===== config.mk =====
export PLATFORM = sky130hd
export DESIGN_NAME = psdram_frame_writer
export DESIGN_NICKNAME = d
export VERILOG_FILES = /design/src/rtl/psdram_pkg.sv /design/src/rtl/psdram_addr_counter.sv /design/src/rtl/psdram_frame_writer.sv
export SDC_FILE = /design/constraint.sdc
export NUM_CORES = 1
export LEC_CHECK = 0
export ABC_AREA = 1
export CAP_MARGIN = 10
export CORE_ASPECT_RATIO = 0.7
export CORE_UTILIZATION = 30
export CTS_CLUSTER_SIZE = 12
export DETAILED_ROUTE_END_ITERATION = 8
export SETUP_SLACK_MARGIN = 0.15
export SYNTH_ARGS = -nofsm -noshare
export SYNTH_HDL_FRONTEND = slang
export SYNTH_SLANG_ARGS = --single-unit

===== constraint.sdc =====
create_clock -name clk -period 2.2 [get_ports clk]
set_clock_uncertainty 0.05 [all_clocks]
set_input_delay 0.44 -clock clk [delete_from_list [all_inputs] [get_ports clk]]
set_output_delay 0.44 -clock clk [all_outputs]
set_load 0.03 [all_outputs]

===== src/rtl/psdram_pkg.sv =====
// Definitions shared by the PSDRAM frame writer and the VGA scan-out reader:
// write-cycle state encoding, frame geometry and RGB332 pixel layout.
package psdram_pkg;

  typedef enum logic [1:0] {
    ST_IDLE  = 2'd0,
    ST_SETUP = 2'd1,
    ST_WRITE = 2'd2,
    ST_HOLD  = 2'd3
  } wr_state_t;

  localparam int PSDRAM_LINE_WORDS  = 640;
  localparam int PSDRAM_VLINES      = 480;
  localparam int PSDRAM_FRAME_WORDS = PSDRAM_LINE_WORDS * PSDRAM_VLINES;
  localparam int PSDRAM_ADDR_W      = 23;

  // Two RGB332 pixels per 16-bit word, even pixel in the upper byte.
  localparam int PIX_EVEN_MSB = 15;
  localparam int PIX_EVEN_LSB = 8;
  localparam int PIX_ODD_MSB  = 7;
  localparam int PIX_ODD_LSB  = 0;
  localparam int RGB_R_MSB    = 7;
  localparam int RGB_R_LSB    = 5;
  localparam int RGB_G_MSB    = 4;
  localparam int RGB_G_LSB    = 2;
  localparam int RGB_B_MSB    = 1;
  localparam int RGB_B_LSB    = 0;

  function automatic int unsigned frame_word_addr(input int unsigned line,
                                                  input int unsigned word,
                                                  input int unsigned stride);
    return line * stride + word;
  endfunction

endpackage


===== src/rtl/psdram_addr_counter.sv =====
// Frame word counter: clear has priority over increment; wrapping from the last
// word loads 0 and raises frame_done for the following cycle.
module psdram_addr_counter
  import psdram_pkg::*;
#(
  parameter int FRAME_WORDS = PSDRAM_FRAME_WORDS,
  parameter int ADDR_W      = PSDRAM_ADDR_W
) (
  input  logic              clk,
  input  logic              reset,
  input  logic              clr,
  input  logic              inc,
  output logic [ADDR_W-1:0] count,
  output logic              frame_done
);

  localparam logic [ADDR_W-1:0] LAST = ADDR_W'(FRAME_WORDS - 1);

  always_ff @(posedge clk or negedge reset) begin
    if (!reset) begin
      count      <= '0;
      frame_done <= 1'b0;
    end else begin
      frame_done <= 1'b0;
      if (clr) begin
        count <= '0;
      end else if (inc) begin
        if (count == LAST) begin
          count      <= '0;
          frame_done <= 1'b1;
        end else begin
          count <= count + ADDR_W'(1);
        end
      end
    end
  end

endmodule


===== src/rtl/psdram_frame_writer.sv =====
// Streams RGB332 pixel words into the PSDRAM frame buffer, one word per WR_CYCLES+3 clocks;
// pix_ready drops for the whole write cycle. PSDRAM_BYTE_WRITE_EN adds per-byte enables.
module psdram_frame_writer
  import psdram_pkg::*;
#(
  parameter int LINE_WORDS = PSDRAM_LINE_WORDS,
  parameter int VLINES     = PSDRAM_VLINES,
  parameter int WR_CYCLES  = 7,
  parameter int ADDR_W     = PSDRAM_ADDR_W
) (
  input  logic              clk,
  input  logic              reset,
  input  logic              pix_valid,
  output logic              pix_ready,
  input  logic [15:0]       pix_data,
`ifdef PSDRAM_BYTE_WRITE_EN
  input  logic [1:0]        pix_be,
`endif
  input  logic              frame_start,
  output logic              bus_req,
  input  logic              bus_grant,
  output logic [ADDR_W-1:0] MemAdr,
  output logic [15:0]       MemDataOut,
  output logic              MemDataOe,
  output logic              MemOE,
  output logic              MemWR,
  output logic              RamCE,
  output logic              RamLB,
  output logic              RamUB,
  output logic              busy,
  output logic              frame_done
);

  localparam int FRAME_WORDS = LINE_WORDS * VLINES;
  localparam int WCW         = $clog2(WR_CYCLES + 1);
  localparam logic [WCW-1:0] W_LAST = WCW'(WR_CYCLES - 1);

  wr_state_t         state, state_nxt;
  logic [WCW-1:0]    wcnt, wcnt_nxt;
  logic              frame_pend;
  logic              xfer;
  logic              cnt_clr, cnt_inc;
  logic [ADDR_W-1:0] count;
  logic [1:0]        be_cur;
  logic [1:0]        lane_n;
  logic              wr_nxt, ce_nxt, oe_nxt, ub_nxt, lb_nxt;

`ifdef PSDRAM_BYTE_WRITE_EN
  logic [1:0] be_q;

  always_ff @(posedge clk or negedge reset) begin
    if (!reset) begin
      be_q <= 2'b11;
    end else if (xfer) begin
      be_q <= pix_be;
    end
  end

  assign be_cur = xfer ? pix_be : be_q;
  assign lane_n = ~be_cur;
`else
  assign be_cur = 2'b11;
  assign lane_n = 2'b00;
`endif

  assign pix_ready = (state == ST_IDLE) && bus_grant;
  assign bus_req   = (state != ST_IDLE) || pix_valid;
  assign busy      = (state != ST_IDLE);
  assign xfer      = pix_valid && pix_ready;
  assign MemOE     = 1'b1;

  // A frame_start seen while busy is honoured when the current word retires.
  assign cnt_clr = ((state == ST_IDLE) && frame_start) ||
                   ((state == ST_HOLD) && (frame_pend || frame_start));
  assign cnt_inc = (state == ST_HOLD);

  psdram_addr_counter #(
    .FRAME_WORDS(FRAME_WORDS),
    .ADDR_W     (ADDR_W)
  ) u_addr_counter (
    .clk       (clk),
    .reset     (reset),
    .clr       (cnt_clr),
    .inc       (cnt_inc),
    .count     (count),
    .frame_done(frame_done)
  );

  always_ff @(posedge clk or negedge reset) begin
    if (!reset) begin
      state      <= ST_IDLE;
      wcnt       <= '0;
      frame_pend <= 1'b0;
    end else begin
      state <= state_nxt;
      wcnt  <= wcnt_nxt;
      if (state == ST_HOLD) begin
        frame_pend <= 1'b0;
      end else if (frame_start && (state != ST_IDLE)) begin
        frame_pend <= 1'b1;
      end
    end
  end

  always_comb begin
    state_nxt = state;
    wcnt_nxt  = wcnt;
    unique case (state)
      ST_IDLE:  if (xfer) state_nxt = ST_SETUP;
      ST_SETUP: begin
        state_nxt = ST_WRITE;
        wcnt_nxt  = '0;
      end
      ST_WRITE: begin
        if (wcnt == W_LAST) state_nxt = ST_HOLD;
        else                wcnt_nxt  = wcnt + WCW'(1);
      end
      ST_HOLD:  state_nxt = ST_IDLE;
      default:  state_nxt = ST_IDLE;
    endcase

    // Bus pins are registered, so they are decoded from the state being entered.
    wr_nxt = 1'b1;
    ce_nxt = 1'b1;
    oe_nxt = 1'b0;
    ub_nxt = 1'b0;
    lb_nxt = 1'b0;
    if (state_nxt != ST_IDLE) begin
      ce_nxt = ~|be_cur;
      oe_nxt = 1'b1;
      wr_nxt = (state_nxt != ST_WRITE);
      ub_nxt = lane_n[1];
      lb_nxt = lane_n[0];
    end
  end

  always_ff @(posedge clk or negedge reset) begin
    if (!reset) begin
      MemWR      <= 1'b1;
      RamCE      <= 1'b1;
      MemDataOe  <= 1'b0;
      RamUB      <= 1'b0;
      RamLB      <= 1'b0;
      MemAdr     <= '0;
      MemDataOut <= '0;
    end else begin
      MemWR     <= wr_nxt;
      RamCE     <= ce_nxt;
      MemDataOe <= oe_nxt;
      RamUB     <= ub_nxt;
      RamLB     <= lb_nxt;
      if (xfer) begin
        MemAdr     <= frame_start ? '0 : count;
        MemDataOut <= pix_data;
      end
    end
  end

endmodule


; Yosys cells after proc, flatten, opt, wreduce, memory -nomap -nowiden
; Cells that the tools add are included.
; W data, S select, Z words.
[word_totals]
reg_bits = 72
in_bits = 21
output_inout_bits = 49
[classes]
addsub = 2
n_eq_ne = 7
muxes = 17
reduce_logical = 15
[op_table]
columns = cell, n
row1 = $mux W23, 4
row2 = $add A23 B1 Y23 const B, 1
row3 = $eq A23 B19 Y1 const B, 1
row4 = $reduce_bool A2 Y1, 5
row5 = $mux W1, 8
row6 = $pmux W2 S4, 1
row7 = $pmux W3 S2, 1
row8 = $logic_and A1 B1 Y1, 5
row9 = $eq A2 B2 Y1 const B, 2
row10 = $mux W2, 2
row11 = $ne A2 B2 Y1 const B, 2
row12 = $add A3 B1 Y3 const B, 1
row13 = $eq A3 B3 Y1 const B, 1
row14 = $logic_or A1 B1 Y1, 3
row15 = $mux W3, 1
row16 = $eq A2 B1 Y1 const B, 1
row17 = $logic_not A2 Y1, 1
row18 = $reduce_and A2 Y1, 1

; Longest topological paths before layout
; Gate-level depths: netlist of run 1.
[logic_depth]
depth_word = 7
depth_mapped = 10

; Cells and area by module
; A second synthesis of run 1 with hierarchy kept.
[hier_totals]
cells_unflattened = 433
hier_area_um2 = 3711.1
[modules_own_cells]
columns = mod, n_inst, cells_each, area_per_inst_um2, seq_area_each_um2
row1 = psdram_frame_writer, 1, 224, 2170.8, 1203.7
row2 = psdram_addr_counter, 1, 209, 1540.2, 600.6

; Worst setup path before layout of run 1
; OpenSTA, ideal clock, no wires.
[synth_timing]
kind = register -> register
from = register state[0]
to = register MemAdr[12]
setup_ps = 96
arrival_ps = 1445
t_required_ps = 2054
slack_ps = 610
stages_incl_launch_ff = 8
synth_period_minus_slack_ps = 1590
path_cell_list = dfrtp_1 inv_1 ha_1 nand2_1 nor2_4 inv_2 clkbuf_1 o31ai_1
[synth_between]
elab_chain_len = 3
[synth_lines]
columns = element, line_no
row1 = "start, declared", psdram_frame_writer.sv:38  ; wr_state_t state, state_nxt;
row2 = "start signal, assigned", psdram_frame_writer.sv:95  ; state <= state_nxt;
row3 = $logic_not A2 Y1, psdram_frame_writer.sv:66  ; assign pix_ready = (state == ST_IDLE) && bus_grant;
row4 = $logic_and A1 B1 Y1, psdram_frame_writer.sv:66
row5 = $logic_and A1 B1 Y1, psdram_frame_writer.sv:69  ; assign xfer = pix_valid && pix_ready;
row6 = "end signal, assigned", psdram_frame_writer.sv:153  ; MemAdr <= frame_start ? '0 : count;
row7 = "end, declared", psdram_frame_writer.sv:22  ; output logic [ADDR_W-1:0] MemAdr,
; Every way passes these cells.
; A chain may end at the register's enable or synchronous reset.

; Worst setup path after layout of run 1
[layout_timing]
from = register RamCE
to = output RamCE
[layout_rtl]
columns = element, line_no
row1 = "start, declared", psdram_frame_writer.sv:27  ; output logic RamCE,
row2 = "start signal, assigned", psdram_frame_writer.sv:148  ; RamCE <= ce_nxt;
; No word-level cell between the ends.

==> results of run 1 <==
==> cell type report <==
cell class | instances | area, um2 | share of cell area [%]
clock buffer | 9 | 225 | 4.82
clock inverter | 7 | 120 | 2.57
inverter | 36 | 135 | 2.89
multi-input combinational | 308 | 1470 | 31.3
sequential | 72 | 1800 | 38.6
tap | 153 | 191 | 4.10
timing repair buffer | 73 | 733 | 15.7
==> flip-flops by register name (all words and copies together) (netlist names) <==
| register | flops |
|---|---|
| state | 2 |
| MemDataOe | 1 |
| u_addr_counter.count | 23 |
| MemAdr | 23 |
| frame_pend | 1 |
| RamCE | 1 |
| u_addr_counter.frame_done | 1 |
| wcnt | 3 |
| MemDataOut | 16 |
| MemWR | 1 |
==> worst min path at each step <==
| stage | slack, ns | end | cells past startpoint |
|---|---|---|---|
| 6_report | 0.07 | MemAdr[12]$_DFFE_PN0P_ | 2 |
| 5_1_grt | 0.12 | MemAdr[12]$_DFFE_PN0P_ | 2 |
| 4_1_cts | 0.10 | u_addr_counter.count[21]$_DFFE_PN0P_ | 2 |
| 3_5_place_dp | 0.41 | MemDataOut[15]$_DFFE_PN0P_ | 2 |
| 3_3_place_gp | 0.40 | MemDataOut[7]$_DFFE_PN0P_ | 2 |
| 2_1_floorplan | 0.09 | MemAdr[0]$_DFFE_PN0P_ | 0 |
==> metal layers <==
layer	routed length (um)	GRT usage (%)	vias up
li1	-	-	1491
met1	4320	21.9	1372
met2	3280	20.6	76
met3	377	3.56	4
met4	66	4.02	0
met5	0	0	-
==> cell families (layout without fill, tap and decap cells) <==
| family | Yosys count | count (layout) | share of synthesized area [%] |
|---|---|---|---|
| AOI/OAI and AO/OA | 30 | 30 | 5.35 |
| xor gates and xnor gates | 8 | 8 | 2.01 |
| adders and majority gates | 8 | 8 | 2.87 |
| buffers and inverters | 51 | 125 | 6.29 |
| DFF | 72 | 72 | 51.8 |
| other | 2 | 3 | 0.216 |
| and+or+nand+nor | 259 | 259 | 31.4 |
==> per-stage QoR <==
| stage | area (um2) | instances | worst slack (ns) |
|---|---|---|---|
| floorplan | 3490 | 431 | 0.610 |
| global placement | 4320 | 642 | 0.0609 |
| detailed placement | 4320 | 642 | 0.0134 |
| CTS | 4670 | 658 | 0.163 |
| global route | 4670 | 658 | 0.175 |
| finish | 4670 | 658 | 0.221 |
==> cell usage after synthesis (5+ instances only) <==
| cell type | count |
|---|---|
| ha_1 | 8 |
| clkbuf_1 | 9 |
| nor2_1 | 45 |
| nor3_1 | 5 |
| o21ai_0 | 13 |
| nand3_1 | 35 |
| o31ai_1 | 13 |
| inv_1 | 34 |
| xnor2_1 | 5 |
| nand2_1 | 156 |
| dfrtp_1 | 70 |
| nand4_1 | 5 |
==> power groups by stage <==
stage               Combinational (W)  Clock, W  Sequential [W]
floorplan                    0.000733         0         0.00213
global placement              0.00170         0         0.00178
detailed placement            0.00173         0         0.00178
CTS                           0.00173   0.00171         0.00177
global route                  0.00190   0.00177         0.00181
finish                        0.00172   0.00168         0.00177
==> what timing repair did <==
item / CTS / global route
resized for setup: 6 / 2
pin swaps: 0 / 0
setup endpoints to repair: 2 / 7
==> qor.yml, run 1 <==
yosys:
  syn_inst: 430
  yosys.cell_types.count: 30
  yosysTopAreaCellShare_pct: 50.3
  synth_top_cell_by_area: "dfrtp_1"
  ys_seq_area_share_pct: 51.8
  synth_edf_count: 0
  avgSynthCellArea_um2: 8.10
  synth_area_um2: 3480
  yosysWarnings: 0
  async_reset_ff_share_pct: 100
  ys_seq_elements: 72
  synthTopCellsByArea: "dfrtp_1, nand2_1, nand3_1, nor2_1, inv_1"
  synthFlopType: "dfrtp_1"
clock_network:
  numClockSinks: 72
  cts_hold_buf: 0
  cts_htree_levels: 3
  clk_pin_slew_worst_paths_ns: 0.06
  clk_path_buf_depth: 2
  clk_latency_ns: 0.33
  tritoncts: "yes"
  cts_setup_buffers: 0
  cts_buffers: 9
  cts-root-buf: "clkbuf_16"
floorplanning:
  fp.dieH_um: 92.1
  pin_count: 70
  placementRows: 32
  dieArea_um2: 12000
  die_width_um: 131
  design.core.area_um2: 11200
  start_util_pct: 31.2
setup_path:
  rr_startpoint: "state[1]$_DFF_PN0_"
  cpMaxStageDelayCell: "clkdlybuf4s50_1"
  crit_buf_inv: 1
  r2r_cells: 9
  crit_family: "buffers and inverters"
  cp-end-kind: "output port"
  crit_fanout: 1
  cpPeakStageDelay_ns: 0.65
  worstSetupPathType: "flip-flop to output port"
  cp_cell_sequence: "clkdlybuf4s50_1"
  crit_path_start: "RamCE$_DFF_PN1_"
  crit_end: "RamCE"
  startpoint_type: "flip-flop"
  crit_cells: 1
  r2r_slack_ns: 0.39
  cp.arrival_ns: 1.49
  r2r-end: "u_addr_counter.count[12]$_DFFE_PN0P_"
  cp_data_required_time_ns: 1.71
global_routing:
  grt_max_degree: 73
  grt_overflow: 0
  grt_pass1_wl_um: 13700
  antenna_found_initial: 0
  grt_pass1_vias: 2791
  globalRouteTotalUtil_pct: 14.6
outcome:
  status: "finished clean"
power_and_ir_drop:
  sw_frac_of_total_pct: 35.2
  finalPower_w: 0.00516
  pwr-share-clk_pct: 32.5
  pwr-share-comb_pct: 33.3
  p_leak_nw: 2.18
  vdd.ir_drop.worst_mv: 0.548
  p_sw_w: 0.00182
  power.density_nw_per_um2: 1100
  intPower_w: 0.00335
  power_frac_seq_pct: 34.2
finish:
  syn_to_final_growth_pct: 34.2
  mostFrequentLayoutCell: "nand2_1"
  drive_above_1_share_pct: 8.51
  num-nets-final: 529
  mostFrequentLayoutCells: "nand2_1, dfrtp_1, clkdlybuf4s50_1"
  final_core_util_pct: 41.8
  num-fill-cells: 1106
  n_antenna_cell: 0
detailed_routing:
  post_drt_wl_per_cell_um: 12.2
  drt-initial-drc-count: 172
  drc: 0
  via_count: 2943
  drt-total-wl_um: 8040
  first_pass_iters: 4
  viasPerCell: 4.47
  final_antenna_net_count: 0
timing:
  setup_tns_ns: 0
  whs_ns: 0.0705
  fin_crit_sh_pct: 90.0
  max_freq_mhz: 505
  min_period_ns: 1.98
  setup_violations: 0
  slew_viol_final: 0
  grt_setup_unrepaired: "no"
  finalHoldViolCount: 0
flow_run:
  cap_violations: 0
worst_hold_path:
  min_path_type: "input pin to async pin"
placement:
  gp_congestion: 0.853
  place_hpwl_um: 5730
  portBuffers: 66
No activity file was read; power rests on OpenSTA's default activity.
==> inputs of run 2 (changes only) <==
Settings changed: CORE_UTILIZATION 30 to 40, RECOVER_POWER set to 25.
==> qor.yml, run 2 (synthesis results as in run 1) <==
outcome:
  status: "complete, but fails checks"
  violations: "capacitance limit, slew limit"
timing:
  setup_tns_ns: 0
  setup_violations: 0
  fin_crit_sh_pct: 90.9
  max_freq_mhz: 500
  grt_setup_unrepaired: "no"
  finalHoldViolCount: 0
  setup_slack_ns: 0.201
  min_period_ns: 2.00
  relSlewSlack_pct: -5.27
  slew_viol_final: 73
  tightest_slew_ns: 1.58
clock_network:
  cts-root-buf: "clkbuf_16"
  clk_path_buf_depth: 2
  clk_latency_ns: 0.33
  clk_pin_slew_worst_paths_ns: 0.05
  cts_buffers: 9
  cts_hold_buf: 0
  numClockSinks: 72
  tritoncts: "yes"
  cts_htree_levels: 3
finish:
  n_antenna_cell: 0
  mostFrequentLayoutCells: "nand2_1, dfrtp_1, clkdlybuf4s50_1"
  syn_to_final_growth_pct: 32.2
  drive_above_1_share_pct: 8.86
  num-nets-final: 532
  reg_top3: "MemAdr (23), u_addr_counter.count (23), MemDataOut (16)"
  mostFrequentLayoutCell: "nand2_1"
setup_path:
  cp-end-kind: "output port"
  worstSetupPathType: "flip-flop to output port"
  crit_buf_inv: 1
  cpMaxStageDelayCell: "clkdlybuf4s50_1"
  crit_fanout: 1
  crit_family: "buffers and inverters"
  cp.arrival_ns: 1.51
  startpoint_type: "flip-flop"
  cpPeakStageDelay_ns: 0.67
  cp_data_required_time_ns: 1.71
  cp_cell_sequence: "clkdlybuf4s50_1"
detailed_routing:
  viasPerCell: 4.80
  final_antenna_net_count: 0
  first_pass_iters: 4
  drc: 0
  drt-initial-drc-count: 174
  drt-total-wl_um: 7990
  post_drt_wl_per_cell_um: 12.7
  via_count: 3014
worst_hold_path:
  min_path_type: "flip-flop to flip-flop"
floorplanning:
  pin_count: 70
  design.core.area_um2: 8440
  fp.dieH_um: 80.1
  dieArea_um2: 9090
  die_width_um: 114
  start_util_pct: 41.2
  placementRows: 28
power_and_ir_drop:
  power.density_nw_per_um2: 1090
  p_leak_nw: 2.18
  vdd.ir_drop.worst_mv: 0.554
global_routing:
  globalRouteTotalUtil_pct: 19.7
  grt_max_degree: 73
  grt_overflow: 0
  grt_pass1_wl_um: 13800
  antenna_found_initial: 0
  grt_pass1_vias: 2968
flow_run:
  cap_violations: 1
placement:
  pre_cts_ws_ns: 0.0510
  portBuffers: 66
  gp_congestion: 0.886
  place_hpwl_um: 5660
## run 2: power breakdown
part           switching (W)  leakage (nW)  internal (W)  total [W]
Clock               0.000530         0.159       0.00100    0.00153
Combinational        0.00109          1.06      0.000641    0.00174
Sequential          0.000160         0.958       0.00160    0.00176
## run 2: routing by layer
metal | vias up | track usage (%) | part of all wire (%)
li1 | 1504 | - | -
met1 | 1416 | 25.9 | 50
met2 | 83 | 30.8 | 43
met3 | 11 | 5.58 | 5.6
met4 | 0 | 7.50 | 1.4
met5 | - | 0 | 0
## run 2: area by class of cell
cell class | count | area [um2]
clock inverters | 2 | 35.0
well taps | 120 | 150
multi-input cells | 308 | 1470
fillers | 807 | 3840
clock buffers | 14 | 284
inverters | 36 | 135
flip-flops and latches | 72 | 1800
repair buffers | 76 | 728
## run 2: final timing paths
| path | start | endpoint | slack [ns] | cells after the start |
|---|---|---|---|---|
| max | MemWR$_DFF_PN1_ | MemWR | 0.20 | 1 |
| min | MemDataOut[14]$_DFFE_PN0P_ | MemDataOut[14]$_DFFE_PN0P_ | 0.42 | 2 |
| max reg2reg | u_addr_counter.count[1]$_DFFE_PN0P_ | u_addr_counter.count[13]$_DFFE_PN0P_ | 0.45 | 8 |
| min reg2reg | MemDataOut[14]$_DFFE_PN0P_ | MemDataOut[14]$_DFFE_PN0P_ | 0.42 | 2 |
| max in group asynchronous | reset | MemAdr[9]$_DFFE_PN0P_ | 0.60 | 2 |
| min in group asynchronous | reset | wcnt[2]$_DFFE_PN0P_ | 0.56 | 2 |
## run 2: repair_timing
action / CTS / global route
resized for setup: 6 / 2
setup buffers: 0 / 0
endpoints found under the setup margin: 2 / 3
## run 2: through the flow
step	hold slack (ns)	cells	util, %	total power, W	cell area, um2
after global placement	0.404	612	50.8	0.00349	4290
final	0.420	628	54.5	0.00503	4600
after floorplan	0.0944	431	-	0.00287	3490
after global routing	0.453	628	54.5	0.00535	4600
after CTS	0.0997	628	54.7	0.00508	4610
after detailed placement	0.409	612	50.8	0.00354	4290
